===== config.mk =====
export PLATFORM = sky130hd
export DESIGN_NAME = restoring_divider_seq
export DESIGN_NICKNAME = d
export VERILOG_FILES = /design/src/rtl/arith_pkg.sv /design/src/rtl/div_step.sv /design/src/rtl/restoring_divider_seq.sv
export SDC_FILE = /design/constraint.sdc
export NUM_CORES = 1
export LEC_CHECK = 0
export CORE_ASPECT_RATIO = 1.2
export CORE_MARGIN = 2
export CORE_UTILIZATION = 40
export CTS_BUF_LIST = sky130_fd_sc_hd__clkbuf_8 sky130_fd_sc_hd__clkbuf_16
export DETAILED_ROUTE_END_ITERATION = 16
export PLACE_DENSITY = 0.76
export SYNTH_ARGS = -nofsm -noshare
export SYNTH_HDL_FRONTEND = slang
export SYNTH_SLANG_ARGS = --single-unit

===== constraint.sdc =====
create_clock -name clk -period 4.75 [get_ports clk]
set_clock_uncertainty 0.1 [all_clocks]
set_input_delay 0.475 -clock clk [delete_from_list [all_inputs] [get_ports clk]]
set_output_delay 0.475 -clock clk [all_outputs]
set_load 0.03 [all_outputs]

===== src/rtl/arith_pkg.sv =====
// Shared arithmetic-path definitions: divider FSM states, default widths and
// the saturated quotient constant used on divide-by-zero and overflow.
package arith_pkg;

  typedef enum logic [1:0] {
    IDLE = 2'd0,
    CALC = 2'd1,
    DONE = 2'd2
  } div_state_t;

  localparam int QUOT_WIDTH_DEF = 64;
  localparam int DIV_WIDTH_DEF  = 64;
  localparam int DIVIDEND_WIDTH = QUOT_WIDTH_DEF + DIV_WIDTH_DEF;
  localparam int ITER_CNT_WIDTH = $clog2(QUOT_WIDTH_DEF);

  localparam int MAX_QUOT_WIDTH = 256;

  // Low 'width' bits set; callers truncate to their own quotient width.
  function automatic logic [MAX_QUOT_WIDTH-1:0] quot_all_ones(input int unsigned width);
    logic [MAX_QUOT_WIDTH-1:0] ones;
    ones = '1;
    return ones >> (MAX_QUOT_WIDTH - width);
  endfunction

endpackage


===== src/rtl/div_step.sv =====
// One radix-2 restoring step: shift the next dividend bit into the partial
// remainder, trial-subtract the divisor and restore when the result is negative.
module div_step #(
  parameter int DIV_WIDTH = 64
) (
  input  logic [DIV_WIDTH:0]   r_in,
  input  logic                 dvd_bit,
  input  logic [DIV_WIDTH-1:0] divisor,
  output logic [DIV_WIDTH:0]   r_out,
  output logic                 q_bit
);

  logic        [DIV_WIDTH:0] shifted;
  logic signed [DIV_WIDTH:0] trial;

  always_comb begin
    shifted = {r_in[DIV_WIDTH-1:0], dvd_bit};
    trial   = $signed(shifted) - $signed({1'b0, divisor});
    // A set remainder msb would mean the shifted value already exceeds any divisor.
    q_bit   = ~trial[DIV_WIDTH] | r_in[DIV_WIDTH];
    r_out   = q_bit ? $unsigned(trial) : shifted;
  end

endmodule


===== src/rtl/restoring_divider_seq.sv =====
// Sequential restoring divider, one quotient bit per clock behind start/busy/rdy.
// Define DIVIDER_RADIX4_EN to cascade two steps per cycle (QUOT_WIDTH must be even).
module restoring_divider_seq
  import arith_pkg::*;
#(
  parameter int QUOT_WIDTH = QUOT_WIDTH_DEF,
  parameter int DIV_WIDTH  = DIV_WIDTH_DEF
) (
  input  logic                            clk,
  input  logic                            rst,
  input  logic                            start,
  input  logic [QUOT_WIDTH+DIV_WIDTH-1:0] in0,
  input  logic [DIV_WIDTH-1:0]            in1,
  output logic [QUOT_WIDTH-1:0]           quot,
  output logic [DIV_WIDTH-1:0]            rem,
  output logic                            rdy,
  output logic                            busy,
  output logic                            div_by_zero,
  output logic                            overflow
);

  localparam int DVD_W = QUOT_WIDTH + DIV_WIDTH;
  localparam int CNT_W = (QUOT_WIDTH > 1) ? $clog2(QUOT_WIDTH) : 1;
`ifdef DIVIDER_RADIX4_EN
  localparam int STEPS_PER_CYC = 2;
`else
  localparam int STEPS_PER_CYC = 1;
`endif
  localparam logic [CNT_W-1:0]      CNT_INIT  = CNT_W'(QUOT_WIDTH / STEPS_PER_CYC - 1);
  localparam logic [QUOT_WIDTH-1:0] QUOT_ONES = QUOT_WIDTH'(quot_all_ones(QUOT_WIDTH));

  div_state_t state, state_nxt;

  logic [DIV_WIDTH:0]      r_q;
  logic [QUOT_WIDTH-1:0]   q_q;
  logic [DIV_WIDTH-1:0]    dsr_q;
  logic [CNT_W-1:0]        cnt_q;

  logic [DIV_WIDTH-1:0]    dvd_hi;
  logic [QUOT_WIDTH-1:0]   dvd_lo;
  logic                    accept;
  logic                    in_dz;
  logic                    in_ovf;
  logic                    last_iter;

  logic [DIV_WIDTH:0]      r_s0;
  logic                    qb0;
  logic [DIV_WIDTH:0]      r_nxt;
  logic [QUOT_WIDTH-1:0]   q_nxt;

  assign dvd_hi    = in0[DVD_W-1 -: DIV_WIDTH];
  assign dvd_lo    = in0[QUOT_WIDTH-1:0];
  assign accept    = (state == IDLE) && start;
  assign in_dz     = (in1 == '0);
  assign in_ovf    = !in_dz && (dvd_hi >= in1);
  assign last_iter = (state == CALC) && (cnt_q == '0);

  div_step #(.DIV_WIDTH(DIV_WIDTH)) u_step0 (
    .r_in    (r_q),
    .dvd_bit (q_q[QUOT_WIDTH-1]),
    .divisor (dsr_q),
    .r_out   (r_s0),
    .q_bit   (qb0)
  );

`ifdef DIVIDER_RADIX4_EN
  logic [DIV_WIDTH:0] r_s1;
  logic               qb1;

  if ((QUOT_WIDTH % 2) != 0) begin : g_odd_quot_width
    $error("restoring_divider_seq: QUOT_WIDTH must be even when two steps run per cycle");
  end

  div_step #(.DIV_WIDTH(DIV_WIDTH)) u_step1 (
    .r_in    (r_s0),
    .dvd_bit (q_q[QUOT_WIDTH-2]),
    .divisor (dsr_q),
    .r_out   (r_s1),
    .q_bit   (qb1)
  );

  assign r_nxt = r_s1;
  assign q_nxt = (q_q << 2) | QUOT_WIDTH'({qb0, qb1});
`else
  assign r_nxt = r_s0;
  assign q_nxt = (q_q << 1) | QUOT_WIDTH'(qb0);
`endif

  always_comb begin
    state_nxt = state;
    case (state)
      IDLE:    if (start) state_nxt = (in_dz || in_ovf) ? DONE : CALC;
      CALC:    if (cnt_q == '0) state_nxt = DONE;
      DONE:    state_nxt = IDLE;
      default: state_nxt = IDLE;
    endcase
  end

  // Control and result registers; results are only written on entry to DONE.
  always_ff @(posedge clk or negedge rst) begin
    if (!rst) begin
      state       <= IDLE;
      cnt_q       <= '0;
      rdy         <= 1'b0;
      busy        <= 1'b0;
      quot        <= '0;
      rem         <= '0;
      div_by_zero <= 1'b0;
      overflow    <= 1'b0;
    end else begin
      state <= state_nxt;
      rdy   <= (state == DONE);
      busy  <= (state_nxt == CALC);
      if (accept) begin
        cnt_q       <= CNT_INIT;
        div_by_zero <= in_dz;
        overflow    <= in_ovf;
        if (in_dz) begin
          quot <= QUOT_ONES;
          rem  <= in0[DIV_WIDTH-1:0];
        end else if (in_ovf) begin
          quot <= QUOT_ONES;
          rem  <= '0;
        end
      end else if (state == CALC) begin
        cnt_q <= cnt_q - 1'b1;
        if (last_iter) begin
          quot <= q_nxt;
          rem  <= r_nxt[DIV_WIDTH-1:0];
        end
      end
    end
  end

  // Iteration datapath: partial remainder, dividend/quotient shifter, divisor.
  always_ff @(posedge clk) begin
    if (accept) begin
      dsr_q <= in1;
      r_q   <= {1'b0, dvd_hi};
      q_q   <= dvd_lo;
    end else if (state == CALC) begin
      r_q   <= r_nxt;
      q_q   <= q_nxt;
    end
  end

endmodule


==> flow_metrics.tcl, run 1 <==
set metrics [dict create \
    report.final.hold_viol_count 0 \
    achievable-frequency_mhz 232.5 \
    grt_max_degree 102 \
    die_height_um 247.4 \
    syn_to_final_growth_pct 27.81 \
    cts_post_setup_buffers_inserted 0 \
    synth.area.top_cells "sky130_fd_sc_hd__edfxtp_1, sky130_fd_sc_hd__dfrtp_1, sky130_fd_sc_hd__ha_1" \
    crit_end_element "flip-flop" \
    layout-drive-gt1-share_pct 6.326 \
    numCtsBuffers 37 \
    synth_enable_flop_cells 192 \
    post_drt_via_cell_ratio 5.668 \
    clock-sinks 333 \
    grt.total_usage_pct 25.20 \
    worstMarginPinSlew_ns 0.9637 \
    via_count 17604 \
    first_global_vias 17367 \
    asyncSetResetFlopFracSynth_pct 42.04 \
    ys_seq_elements 333 \
    boundaryPins 327 \
    hp-class "reg2reg" \
    dpl.cell_count 3036 \
    rsz0062_at_grt "false" \
    core.rowCount 89 \
    maxCapViolations 0 \
    synthDominantAreaCellType "sky130_fd_sc_hd__edfxtp_1" \
    antenna_violating_nets_post_route 0 \
    most_used_dff_post_synth "sky130_fd_sc_hd__edfxtp_1" \
    status "finished, final reports clean" \
    clkTransAtPathRegs_ns 0.07 \
    syn-instance-count 2120 \
    holdPathStages 1 \
    avgRoutedWirePerCell_um 21.24 \
    finalSetupViolCount 0 \
    cts_tree "yes" \
    clockRootBuffer "sky130_fd_sc_hd__clkbuf_16" \
    netlist_area_um2 19750 \
    synth.top_cell.area_share_pct 29.19 \
    clock_insertion_delay_worst_skew_ns 0.54 \
    drtIter0Drc 1620 \
    synth_seq_area_share_pct 47.03 \
    power.ir.vdd_worst_mv 0.1933 \
    min_period_ns 4.301 \
    fp.dieW_um 206.8 \
    synth_area_per_cell_um2 9.316 \
    grt_antenna_before_repair 4 \
    nets 2765 \
    total_leakage_power_uw 0.01079 \
    worst_setup_path_start_kind "flip-flop" \
    grt_pass1_wl_um 99070 \
    place_hpwl_um 51620 \
    final_util_pct 51.52 \
    worst_r2r_path_depth 13 \
    design.core.area_um2 49000 \
    cts-root-to-sink-buffers 3 \
    critical_path_class "reg2reg" \
    initial_core_util_pct 40.31 \
    overflow 0 \
    place.port_buffers 326 \
    design.die.area_um2 51180 \
    post-route-period-util_pct 90.55 \
    drt-pass1-iter-count 7 \
    max_slew_headroom_pct 35.60 \
    layoutNonFillerInstCount 3106 \
    drc 0 \
    worstPathArrival_ns 4.46 \
    synth.net_count 2446 \
    power.density_nw_per_um2 253.8 \
    gp_routability_congestion 0.9660 \
    detail_route.wirelength_um 65960 \
    maximum_level_of_the_cts_h_tree 2 \
    cts-resized-gates 0 \
    finalMaxSlewViolations 0 \
    worst-endpoint-required_ns 4.91 \
    netlist-cell-type-count 74 \
    critPathMaxFanout 27 \
    ys.warnings.count 0 \
]
==> cell type report <==
type,count,area (µm²)
Multi-Input combinational cell,1536,9482
Timing Repair Buffer,388,3895
Inverter,143,544.3
Clock inverter,27,275.3
Antenna cell,3,7.507
Sequential cell,333,9289
Clock buffer,39,953.4
Tap cell,637,797.0
Fill cell,4439,23750
==> sequential cells by signal, summed over array words and instances, names as in the netlist <==
| name | flops |
|---|---|
| q_q | 64 |
| div_by_zero | 1 |
| cnt_q | 6 |
| state | 2 |
| rem | 64 |
| overflow | 1 |
| dsr_q | 64 |
| quot | 64 |
| rdy | 1 |
| busy | 1 |
| r_q | 65 |
==> synth_stat cells, drive strengths merged (37+ instances only) <==
cell,instances
edfxtp,192
a21o,48
nor2,181
ha,130
nand2,378
nand4,37
dfrtp,140
mux2i,58
a21oi,165
inv,142
clkbuf,99
o21ai,174
==> stage by stage <==
stage | power (µW) | setup slack (ns) | TNS (ns) | hold WS (ns) | instance area [µm²]
final | 6406 | 0.4490 | 0 | 0.3696 | 25240
after global routing | 6594 | 0.2103 | 0 | 0.3920 | 25240
after CTS | 6460 | 0.4147 | 0 | 0.3754 | 25240
after detailed placement | 3506 | -0.1405 | -5.925 | 0.3698 | 24000
after global placement | 3493 | -0.02067 | -0.2057 | 0.3596 | 24000
after floorplan | 3203 | 1.204 | 0 | 0.07941 | 19750
==> cells by family after synthesis <==
group	count (synthesis)	share of synthesized area, %
mux	70	3.624
fa+ha+maj	131	8.337
flops	333	47.03
simple gates	709	15.33
compound gates	564	17.74
xor+xnor	62	2.749
buf+inv	251	5.188
==> routing by layer <==
metal	vias up	global-route usage [%]	part of all wire, %	wire (µm)
met4	4	12.10	5.3	3474
met1	8424	32.70	41	27080
met3	189	3.243	6.5	4320
li1	8213	-	-	-
met2	774	41.62	47	31060
met5	-	0	0.033	22
==> critical path, stage by stage (launching register included) <==
cell and delay, ns:
sky130_fd_sc_hd__edfxtp_1 0.38, sky130_fd_sc_hd__ha_1 0.24, sky130_fd_sc_hd__fa_1 0.41, sky130_fd_sc_hd__nand2b_1 0.17
sky130_fd_sc_hd__a21oi_1 0.22, sky130_fd_sc_hd__o21a_1 0.30, sky130_fd_sc_hd__o211a_4 0.22, sky130_fd_sc_hd__a31oi_4 0.11
sky130_fd_sc_hd__a211oi_1 0.39, sky130_fd_sc_hd__o21ai_0 0.22, sky130_fd_sc_hd__a21oi_4 0.28, sky130_fd_sc_hd__buf_12 0.25
sky130_fd_sc_hd__mux2i_1 0.55, sky130_fd_sc_hd__a21oi_1 0.14
==> report_power, final <==
part	internal (µW)	switching, µW	leakage, µW
clock network	1740	1220	0.000632
logic	210	196	0.00654
registers	3040	0	0.00362
total	4990	1420	0.0108
==> cells in the final DEF (no fill, tap or decap), types with 27 or more instances in the layout <==
cell type / instances
sky130_fd_sc_hd__clkdlybuf4s50_1: 325
sky130_fd_sc_hd__a21oi_1: 163
sky130_fd_sc_hd__inv_1: 148
sky130_fd_sc_hd__nand2_1: 376
sky130_fd_sc_hd__o21ai_0: 150
sky130_fd_sc_hd__xnor2_1: 35
sky130_fd_sc_hd__edfxtp_1: 192
sky130_fd_sc_hd__nand4_1: 37
sky130_fd_sc_hd__dfrtp_1: 140
sky130_fd_sc_hd__ha_1: 130
sky130_fd_sc_hd__nor2_1: 181
sky130_fd_sc_hd__mux2i_1: 58
sky130_fd_sc_hd__buf_4: 48
sky130_fd_sc_hd__xor2_1: 27
sky130_fd_sc_hd__a21o_1: 48
sky130_fd_sc_hd__clkbuf_16: 37
==> worst paths after layout <==
check | end | from | slack (ns)
worst max-delay path | r_q[28]$_DFFE_PP_ | dsr_q[0]$_DFFE_PP_ | 0.45
worst min-delay path | rdy$_DFF_PN0_ | state[0]$_DFF_PN0_ | 0.37
worst max register to register | r_q[28]$_DFFE_PP_ | dsr_q[0]$_DFFE_PP_ | 0.45
worst min register to register | rdy$_DFF_PN0_ | state[0]$_DFF_PN0_ | 0.37
max in group asynchronous | rem[29]$_DFFE_PN0P_ | rst | 2.96
min in group asynchronous | quot[48]$_DFFE_PN0P_ | rst | 0.47
==> repair_timing <==
item,4_1_cts,5_1_grt
hold buffers,1,0
endpoints found under the hold margin,83,0
endpoints found under the setup margin,0,0
No activity file was read; power rests on OpenSTA's default activity.
==> run 2, diff against run 1 <==
- CAP_MARGIN: not set -> 0
==> results of run 2 <==
The final DEF is identical to that of run 1; final timing and power are the same.
